**config.mk**
```make
export PLATFORM = sky130hd
export DESIGN_NAME = key_event_decoder
export DESIGN_NICKNAME = d
export VERILOG_FILES = /design/src/rtl/key_event_decoder.sv
export SDC_FILE = /design/constraint.sdc
export NUM_CORES = 1
export LEC_CHECK = 0
export ABC_AREA = 1
export ABC_CLOCK_PERIOD_IN_PS = 2200
export CORE_ASPECT_RATIO = 1.4
export CORE_MARGIN = 2
export CORE_UTILIZATION = 50
export CTS_CLUSTER_DIAMETER = 50
export CTS_CLUSTER_SIZE = 40
export DETAILED_ROUTE_END_ITERATION = 6
export HOLD_SLACK_MARGIN = 0.02
export PLACE_DENSITY_LB_ADDON = 0.2
export SKIP_LAST_GASP = 1
export SLEW_MARGIN = 25
export SYNTH_ARGS = -nofsm -noshare
export SYNTH_HDL_FRONTEND = slang
export SYNTH_SLANG_ARGS = --single-unit
```
**constraint.sdc**
```tcl
create_clock -name clock -period 2.2 [get_ports clock]
set_input_delay 0.22 -clock clock [delete_from_list [all_inputs] [get_ports clock]]
set_output_delay 0.22 -clock clock [all_outputs]
set_load 0.05 [all_outputs]
```
**src/rtl/key_event_decoder.sv**
```systemverilog
// Turns the key detector's 2-bit event strobe into single, double and hold pulses.
// It also keeps a wrapping count of the events it has emitted.
module key_event_decoder #(
  parameter int unsigned GAP_CYCLES = 8
) (
  input  logic       clock,
  input  logic       reset,
  input  logic [1:0] key_code,
  output logic       single_pulse,
  output logic       double_pulse,
  output logic       hold_pulse,
  output logic       code_error,
  output logic       busy,
  output logic [7:0] event_count
);

  localparam logic [15:0] GAP_LOAD = 16'(GAP_CYCLES);

  localparam logic [1:0] CODE_PRESS   = 2'b01;
  localparam logic [1:0] CODE_HOLD    = 2'b11;
  localparam logic [1:0] CODE_ILLEGAL = 2'b10;

  typedef enum logic [1:0] {
    IDLE = 2'b00,
    WAIT = 2'b01
  } state_t;

  state_t      state, state_next;
  logic [15:0] gap_timer, gap_timer_next;
  logic        single_next, double_next, hold_next, error_next;
  logic [7:0]  event_count_next;

  always_ff @(posedge clock or negedge reset) begin
    if (!reset) begin
      state        <= IDLE;
      gap_timer    <= '0;
      single_pulse <= 1'b0;
      double_pulse <= 1'b0;
      hold_pulse   <= 1'b0;
      code_error   <= 1'b0;
      busy         <= 1'b0;
      event_count  <= '0;
    end else begin
      state        <= state_next;
      gap_timer    <= gap_timer_next;
      single_pulse <= single_next;
      double_pulse <= double_next;
      hold_pulse   <= hold_next;
      code_error   <= error_next;
      busy         <= (state_next == WAIT);
      event_count  <= event_count_next;
    end
  end

  always_comb begin
    state_next     = state;
    gap_timer_next = gap_timer;
    single_next    = 1'b0;
    double_next    = 1'b0;
    hold_next      = 1'b0;
    error_next     = (key_code == CODE_ILLEGAL);

    case (state)
      IDLE: begin
        if (key_code == CODE_PRESS) begin
          gap_timer_next = GAP_LOAD;
          state_next     = WAIT;
        end else if (key_code == CODE_HOLD) begin
          hold_next = 1'b1;
        end
      end
      WAIT: begin
        // An illegal code falls through to the timing branches like an idle cycle.
        if (key_code == CODE_PRESS) begin
          double_next    = 1'b1;
          gap_timer_next = '0;
          state_next     = IDLE;
        end else if (key_code == CODE_HOLD) begin
          single_next    = 1'b1;
          hold_next      = 1'b1;
          gap_timer_next = '0;
          state_next     = IDLE;
        end else if (gap_timer == 16'd1) begin
          single_next    = 1'b1;
          gap_timer_next = '0;
          state_next     = IDLE;
        end else begin
          gap_timer_next = gap_timer - 16'd1;
        end
      end
      default: begin
        state_next     = IDLE;
        gap_timer_next = '0;
      end
    endcase

    event_count_next = event_count + {7'd0, single_next} + {7'd0, double_next}
                     + {7'd0, hold_next};
  end

endmodule
```
# After elaboration in Yosys (flattened, before gate mapping)
# Cells that the tools add are included.
# word_totals
output_inout_bits	13
reg_bits	31
# classes
add_sub_neg	4
muxes	19
n_eq_ne	7
reduce_logical	2
# ops
cell	count
two-way mux 16 bit	4
one-hot mux 16 bit (2 select lines)	1
adder 8 x 1 -> 8 bit	3
equality test 16 x 1 -> 1 bit (second input constant)	1
subtractor 16 x 1 -> 16 bit (second input constant)	1
two-way mux 1 bit	9
two-way mux 2 bit	4
equality test 2 x 1 -> 1 bit (second input constant)	3
equality test 2 bit (second input constant)	2
one-hot mux 2 bit (2 select lines)	1
zero test 2 bit	1
inequality test 2 bit (second input constant)	1
OR reduction 2 bit	1

# Depth between registers and ports, before layout
# Gate-level depths: netlist (run 1).
# logic_depth
ltp_word	8
ltp_mapped	13
ltp_nobuf	13

# Least setup slack after synthesis (run 1)
# OpenSTA, ideal clock, no wires.
# synth_path
path_kind	register -> register
start	register gap_timer[0]
end	register event_count[6]
t_arrival_ns	2.372
path_stages_with_launch	13
setup_time_ns	0.141
synth_period_minus_slack_ns	2.513
n_path_buf	0
path_slack_ns	-0.313
cell_sequence	dfrtp_1 ha_1 nand3_1 nor2_1 nand2_1 a21oi_1 fa_1 ha_1 inv_1 fa_1 nor2_1 nand3_1 xnor2_1
# synth_via
elab_chain_cells	8
# synth_lines
element	line_no	text
start, declared	29	logic [15:0] gap_timer, gap_timer_next;
start signal, assigned	45	gap_timer <= gap_timer_next;
equality test 16 x 1 -> 1 bit	83	end else if (gap_timer == 16'd1) begin
two-way mux 1 bit	83	
two-way mux 1 bit	78	end else if (key_code == CODE_HOLD) begin
two-way mux 1 bit	74	if (key_code == CODE_PRESS) begin
two-way mux 1 bit	63	case (state)
net single_next	30	logic single_next, double_next, hold_next, error_next;
adder 8 x 1 -> 8 bit (2 in series)	97	event_count_next = event_count + {7'd0, single_next} + {7'd0, double_next}
adder 8 x 1 -> 8 bit	98	+ {7'd0, hold_next};
net event_count_next[6]	31	logic [7:0] event_count_next;
end signal, assigned	51	event_count <= event_count_next;
end, declared	14	output logic [7:0] event_count
# The timed path passes the listed nets, and every way through them passes these cells.
# A chain may end at the register's enable or synchronous reset.

# Worst setup path after layout (run 1)
# layout_path
start	register gap_timer[1]
end	register event_count[6]
# Same word-level chain as after synthesis.

==> results by group, run 1 <==
Logic synthesis
  • Flip-flop and latch count after synthesis: 31
  • Synth Instances: around 190
  • Mean area per synthesized cell: between 8 and 9 sq um
  • Top post-synthesis cells by area: sky130_fd_sc_hd__dfrtp_1 48%, sky130_fd_sc_hd__nand2_1 11%, sky130_fd_sc_hd__nor2_1 8.1%
  • Synth Net Count: 204
  • Share of Yosys cell area claimed by the top area cell type: between 40% and 50%
  • Number of enable flip-flop cells after synthesis: 0
  • Number of different library cells in the post-synthesis netlist: 25
  • Register area share after synthesis: 48.0%
  • Ys async rst share: between 90% and 100%
  • Post-synth design cell area: roughly 0.0016 sq mm
  • Leading area contributor after synthesis: sky130_fd_sc_hd__dfrtp_1
  • Warning count from the yosys run: 0
  • Dominant register cell in the synthesized netlist: sky130_fd_sc_hd__dfrtp_1

Pwr
  • Worst IR drop on VDD: roughly 0.00076 V
  • Net switching share of the total power: a little over two fifths
  • Comb pwr share: 43.8%
  • Power density cells: slightly below 1000 mW/mm^2
  • Part of the power in registers: a little over a third
  • Part of the power in the clock network: 20.5%
  • P_sw: 885 uW
  • Cell internal pwr: roughly 1200 uW
  • Static Leakage: 0.00112 uW

Clock network
  • Clock tree from TritonCTS: built
  • CTS clk-pin slew, worst paths: around 70 ps
  • Clock tree sinks: 31
  • Hold-fix buffers, CTS: 0
  • Cell chosen for the clock root: sky130_fd_sc_hd__clkbuf_8
  • Insertion delay of the later-clocked pin in the worst-skew pair: ~280 ps
  • H-Tree Level Count: 2
  • Max Buffers Root-to-Sink: 2
  • Total clock buffers created by CTS: 5

Routing
  • Initial detailed-routing violation count: 34
  • Routed length per instance: around 13 um
  • Router iterations before antenna repair: 4
  • Average vias per placed instance: 5.07
  • Remaining routing DRC violations: 0
  • Antenna-violating nets left: 0
  • Vias post-DR: about 1400
  • Aggregate routed wire length: between 3000 and 4000 um

STA
  • Relative slew slack: 66.0%
  • Share of the cycle needed by the critical path after routing: 109%
  • Final Critical Period: ~2400 ps
  • RSZ-0062 raised after global routing: yes
  • Final Max Tran Viols: 0
  • Pin slew with the least headroom to its limit: between 500 and 600 ps
  • Summed negative setup slack over all endpoints: -765 ps
  • PnR worst setup slack: -201 ps
  • Final Hold Fails: 0
  • F_max: between 0.4 and 0.5 GHz
  • Worst-case clock skew: around 6.4 ps
  • Finish-stage setup viols: 7

Critical path
  • Largest delay share family, worst path: adder cells
  • Peak fanout along the critical path: 2
  • Required @ worst endpoint: ~2400 ps
  • Slowest library cell on the worst path: sky130_fd_sc_hd__fa_1
  • CP Buf/Inv Count: 2
  • Type of element capturing the critical path: flop
  • Number of cells on the worst reg-to-reg path: 13
  • WS Path Type: reg -> reg
  • Kind of start point of the critical path: flop
  • Chain of cells forming the critical path: inv_2 -> ha_4 -> nand3_2 -> nor2_1 -> nand2_1 -> a21oi_2 -> fa_1 -> ha_2 -> inv_2 -> fa_2 -> nor2_4 -> nand3_2 -> xnor2_1
  • Worst path depth: 13
  • Data arrival time of the worst path: about 2600 ps
  • Worst stage delay on the critical path: 480 ps

GRT
  • Overall track demand over capacity in global routing: ~25%
  • Global-route wire length before repair: slightly below 7000 um
  • Pin count of the biggest net entering global routing: 32
  • Initial antenna violation count: 0
  • Total gr overflow: 0
  • Number of global-route vias before repair: ~1600

Placement
  • Placed wire-length estimate after detailed placement: around 2800 um
  • Post-detailed-placement cell area: 0.00201 sq mm
  • Placer congestion estimate: ~0.87
  • Placed cell count: approximately 270
  • Pre-CTS setup slack: -360 ps
  • Number of buffers inserted by port buffering: 16

Floorplanning
  • Standard-cell row count: 24
  • Die Outline Area: between 0.003 and 0.004 sq mm
  • Starting density of the core: 52.2%
  • Ports placed on the boundary: 17
  • Horizontal die dimension: ~52 um
  • Total core area: slightly above 0.003 sq mm
  • Overall die height: 71.3 um

Flow run
  • Max-cap violations: 0

Run status
  • Violated checks: negative setup slack
  • Outcome: finished with violations

Cells and area
  • Net count reported at finish: 255
  • Most frequent standard cell in the layout excluding fill and tap cells: sky130_fd_sc_hd__nand2_1
  • Fraction of final layout cells with drive strength greater than 1: around a quarter
  • Area occupied by registers: between 700 and 800 sq um
  • Fill count: 261
  • Count of antenna diodes in the layout: 0
  • Multi-input combinational cell area: approximately 800 sq um
  • Layout Cells excl Fill: approximately 290
  • Finished layout cell area: approximately 0.0022 sq mm
  • End-of-flow core utilization: between 70 and 80%
  • Most frequent cells in the layout: 45 x sky130_fd_sc_hd__nand2_1, 32 x sky130_fd_sc_hd__nor2_1, 31 x sky130_fd_sc_hd__dfrtp_1, 29 x sky130_fd_sc_hd__buf_4, 18 x sky130_fd_sc_hd__inv_1
  • Signed area change from the synthesized netlist to the final layout: 35.3%

Hold path
  • Worst hold path class: in -> async
-- power groups by stage --
stage | clock, uW | combinational [uW] | sequential (uW)
floorplan | 0 | 383 | 946
CTS | 449 | 910 | 758
global route | 469 | 1020 | 769
global placement | 0 | 865 | 755
finish | 436 | 932 | 757
detailed placement | 0 | 887 | 764
-- worst reg2reg max path, stage by stage, from the launching register on --
cell and delay, ps:
sky130_fd_sc_hd__dfrtp_1 380, sky130_fd_sc_hd__inv_2 70, sky130_fd_sc_hd__ha_4 160, sky130_fd_sc_hd__nand3_2 70, sky130_fd_sc_hd__nor2_1 40, sky130_fd_sc_hd__nand2_1 90, sky130_fd_sc_hd__a21oi_2 80, sky130_fd_sc_hd__fa_1 480
sky130_fd_sc_hd__ha_2 180, sky130_fd_sc_hd__inv_2 40, sky130_fd_sc_hd__fa_2 360, sky130_fd_sc_hd__nor2_4 120, sky130_fd_sc_hd__nand3_2 80, sky130_fd_sc_hd__xnor2_1 130
-- area by class of cell --
class,count,area share [%]
timing repair buffer,46,17.8
inverter,22,3.78
tap,39,2.23
sequential,31,35.5
clock inverter,3,0.916
multi-input combinational,139,36.6
clock buffer,5,3.15
-- metrics by stage --
| step | power [uW] | hold slack (ps) |
|---|---|---|
| 6_report | 2130 | 334 |
| 5_1_grt | 2260 | 368 |
| 4_1_cts | 2120 | 346 |
| 3_5_place_dp | 1650 | 463 |
| 3_3_place_gp | 1620 | 462 |
| 2_1_floorplan | 1330 | -75.6 |
-- final timing paths --
check / to / startpoint / slack (ps)
hold / removal: gap_timer[12] / reset / 330
min in group clock: event_count[7] / event_count[7] / 480
max in group asynchronous: gap_timer[8] / reset / 1580
setup / recovery: event_count[6] / gap_timer[1] / -200
setup reg to reg: event_count[6] / gap_timer[1] / -200
hold reg to reg: event_count[7] / event_count[7] / 480
-- sequential cells by signal, indices dropped and copies added (netlist names) --
register      flops
event_count       8
double_pulse      1
hold_pulse        1
state             2
single_pulse      1
code_error        1
gap_timer        16
busy              1
-- cells by family after synthesis --
| kind of cell | Yosys count | synth area share (%) |
|---|---|---|
| other cells | 1 | 0.232 |
| flops | 31 | 48.0 |
| fa+ha+maj | 6 | 5.58 |
| simple gates | 109 | 28.8 |
| buf+inv | 24 | 6.27 |
| xor+xnor | 12 | 6.51 |
| compound gates | 11 | 4.57 |
-- synthesized netlist by cell type, drive strengths merged (2+ instances only) --
library cell,n
a21oi,4
buf,2
dfrtp,31
fa,2
ha,4
inv,22
nand2,48
nand3,11
nand4,6
nor2,41
o21ai,5
xnor2,6
xor2,6
-- metal layers --
metal	share of wire (%)	wire [um]	vias up	GRT usage, %
met2	57	2170	30	46.3
met5	0	0	-	0
li1	-	-	706	-
met1	37	1410	698	24.8
met3	2.8	105	11	5.42
met4	3.0	114	0	10.5
-- repair_timing --
item                       in CTS  in global routing
setup endpoints to repair       7                  7
resized for setup               7                  5
pin swaps                       4                  2
setup buffers                   4                  1
No activity file was read; power rests on OpenSTA's default activity.
==> inputs of run 2 (changes only) <==
--- a/config.mk
+++ b/config.mk
@@ -8,7 +8,7 @@
 export ABC_AREA = 1
 export ABC_CLOCK_PERIOD_IN_PS = 2200
 export CORE_ASPECT_RATIO = 1.4
-export CORE_MARGIN = 2
+export CORE_MARGIN = 4
 export CORE_UTILIZATION = 50
 export CTS_CLUSTER_DIAMETER = 50
 export CTS_CLUSTER_SIZE = 40
==> run 2 against run 1 <==
  * The run still ends with negative setup slack left
  * Critical endpoint unchanged
  * Global-route usage is 5.0 points lower
  * Clock skew up 2.8 ps
  * Routed wire length shrank 0.24%
  * Flip-flop and latch count unchanged
  * Critical path type unchanged
  * Register-to-register slack better by 40 ps
==> results by group, run 2 (synthesis gave the netlist of run 1 again) <==
Routing
  • Average vias per placed instance: 5.05 (-0.48%)
  • Antenna-violating nets left: 0 (unchanged)
  • Routed length per instance: 13.4 um (+0.11%)
  • Vias post-DR: 1433 (-0.83%)
  • Aggregate routed wire length: 3790 um (-0.24%)
  • Remaining routing DRC violations: 0 (unchanged)
  • Router iterations before antenna repair: 4 (unchanged)
  • Initial detailed-routing violation count: 37 (+8.8%)

GRT
  • Overall track demand over capacity in global routing: 19.6% (-5.0 points)
  • Total gr overflow: 0 (unchanged)
  • Global-route wire length before repair: 6250 um (-7.6%)
  • Number of global-route vias before repair: 1441 (-12%)
  • Initial antenna violation count: 0 (unchanged)
  • Pin count of the biggest net entering global routing: 32 (unchanged)

Clock network
  • Insertion delay of the later-clocked pin in the worst-skew pair: 280 ps (about the same)
  • H-Tree Level Count: 2 (unchanged)
  • Clock tree from TritonCTS: built
  • Clock tree sinks: 31 (unchanged)
  • Cell chosen for the clock root: sky130_fd_sc_hd__clkbuf_8
  • CTS clk-pin slew, worst paths: 70 ps (about the same)
  • Max Buffers Root-to-Sink: 2 (unchanged)
  • Total clock buffers created by CTS: 5 (unchanged)

Cells and area
  • Fraction of final layout cells with drive strength greater than 1: 26.1% (+0.51 points)
  • Signed area change from the synthesized netlist to the final layout: 34.8%
  • Largest registers ranked by flip-flop count: gap_timer (16), event_count (8), state (2)
  • Net count reported at finish: 254 (-0.39%)
  • Biggest register: gap_timer
  • Most frequent cells in the layout: 44 x sky130_fd_sc_hd__nand2_1, 31 x sky130_fd_sc_hd__dfrtp_1, 29 x sky130_fd_sc_hd__nor2_1, 29 x sky130_fd_sc_hd__buf_4, 18 x sky130_fd_sc_hd__inv_1
  • Most frequent standard cell in the layout excluding fill and tap cells: sky130_fd_sc_hd__nand2_1
  • Count of antenna diodes in the layout: 0 (unchanged)
  • Number of flip-flops in the largest register: 16 (unchanged)

Critical path
  • Peak fanout along the critical path: 2 (unchanged)
  • Required @ worst endpoint: 2370 ps (about the same)
  • Data arrival time of the worst path: 2530 ps (-40 ps)
  • Number of cells on the worst reg-to-reg path: 12 (-1)
  • Endpoint of the worst-slack reg-to-reg timing path: event_count[6]
  • WS Path Type: reg -> reg
  • CP Capture Point: event_count[6]
  • Launching element of the worst setup path: gap_timer[0]
  • Register-to-register path setup slack: -160 ps (+40 ps)
  • Kind of start point of the critical path: flop
  • Type of element capturing the critical path: flop
  • Worst R2R Start: gap_timer[0]

Pwr
  • Static Leakage: 0.00111 uW (-0.15%)
  • Worst IR drop on VDD: 0.000810 V (+7.1%)
  • Total power: 2120 uW (-0.43%)
  • Power density cells: 972 mW/mm^2 (about the same)

Floorplanning
  • Standard-cell row count: 24 (unchanged)
  • Starting density of the core: 51.7% (-0.50 points)
  • Total core area: 0.00312 sq mm (+0.97%)
  • Overall die height: 75.3 um (+5.6%)
  • Ports placed on the boundary: 17 (unchanged)
  • Horizontal die dimension: 56.0 um (+7.7%)
  • Die Outline Area: 0.00422 sq mm (+14%)

STA
  • PnR worst setup slack: -162 ps (+39.0 ps)
  • RSZ-0062 raised after global routing: yes
  • Worst-case clock skew: 9.19 ps (+2.78 ps)
  • Pin slew with the least headroom to its limit: 514 ps (+5.93 ps)
  • Summed negative setup slack over all endpoints: -713 ps (+51.2 ps)
  • Finish-stage setup viols: 7 (unchanged)
  • Final Hold Fails: 0 (unchanged)
  • Final Critical Period: 2360 ps (-39.0 ps)
  • Share of the cycle needed by the critical path after routing: 107% (-1.8 points)
  • F_max: 0.423 GHz (+1.6%)
  • Relative slew slack: 65.6% (-0.40 points)
  • Final Max Tran Viols: 0 (unchanged)

Placement
  • Pre-CTS setup slack: -388 ps (-28.0 ps)
  • Placed wire-length estimate after detailed placement: 2820 um (+1.7%)
  • Placer congestion estimate: 0.868 (+0.18%)
  • Number of buffers inserted by port buffering: 16 (unchanged)

Run status
  • Violated checks: negative setup slack
  • Outcome: finished with violations

Hold path
  • Worst hold path class: in -> async

Flow run
  • Max-cap violations: 0 (unchanged)
-- run 2: changes by cell type in the layout (fill, tap and decap cells not counted) --
cell / previous run / this run
sky130_fd_sc_hd__clkbuf_1: 0 / 2
sky130_fd_sc_hd__nand2_2: 3 / 4
sky130_fd_sc_hd__clkinvlp_4: 2 / 0
sky130_fd_sc_hd__buf_6: 1 / 0
sky130_fd_sc_hd__nor2_1: 32 / 29
sky130_fd_sc_hd__nor2_2: 7 / 10
sky130_fd_sc_hd__nand2_1: 45 / 44
-- run 2: through the flow --
| step | hold WS, ps | instances | utilization [%] | cell area, sq um |
|---|---|---|---|---|
| 3_5_place_dp | 478 | 273 | 64.7 | 2020 |
| 5_1_grt | 369 | 284 | 69.7 | 2180 |
| 3_3_place_gp | 464 | 273 | 64.7 | 2020 |
| 2_1_floorplan | -75.6 | 194 | - | 1630 |
| 4_1_cts | 338 | 283 | 68.6 | 2140 |
| 6_report | 321 | 284 | 69.7 | 2180 |
-- run 2: how the worst min path moves through the flow --
stage              startpoint             end  slack (ps)  cells after the start
2_1_floorplan           reset            busy         -80                      0
3_3_place_gp   event_count[7]  event_count[7]         460                      1
3_5_place_dp   event_count[7]  event_count[7]         480                      1
4_1_cts                 reset    gap_timer[0]         340                      2
5_1_grt                 reset      code_error         370                      2
6_report                reset      code_error         320                      2
-- run 2: where the power goes --
part | total [uW] | switching (uW) | internal [uW]
sequential | 759 | 94.5 | 664
combinational | 935 | 575 | 360
clock | 423 | 201 | 221
-- run 2: worst max-delay path: stages, from the launching register on --
cell and delay, ps:
sky130_fd_sc_hd__dfrtp_1 410, sky130_fd_sc_hd__ha_4 160, sky130_fd_sc_hd__nand3_2 70, sky130_fd_sc_hd__nor2_2 40, sky130_fd_sc_hd__nand2_2 70, sky130_fd_sc_hd__a21oi_2 80
sky130_fd_sc_hd__fa_1 500, sky130_fd_sc_hd__ha_2 190, sky130_fd_sc_hd__inv_2 40, sky130_fd_sc_hd__fa_2 360, sky130_fd_sc_hd__nor2_4 120, sky130_fd_sc_hd__nand3_2 80
sky130_fd_sc_hd__xnor2_1 130
-- run 2: per-layer routing --
metal	up-vias	track usage, %	routed length, um
met5	-	0	0
met4	0	10.0	118
met3	11	3.77	117
met2	26	38.5	2180
met1	694	19.5	1380
li1	702	-	-
-- run 2: cell type report --
type | instances | area [sq um]
repair buffers | 45 | 378
multi-input cells | 139 | 811
fillers | 251 | 946
clock inverters | 1 | 5.00
clock buffers | 7 | 76.3
well taps | 39 | 48.8
inverters | 22 | 82.6
flip-flops and latches | 31 | 776
-- run 2: what timing repair did --
action,CTS,global route
setup buffers,2,1
resized for setup,7,8
cloned,0,0
setup endpoints to repair,7,7
pin swaps,4,3
hold buffers,0,0
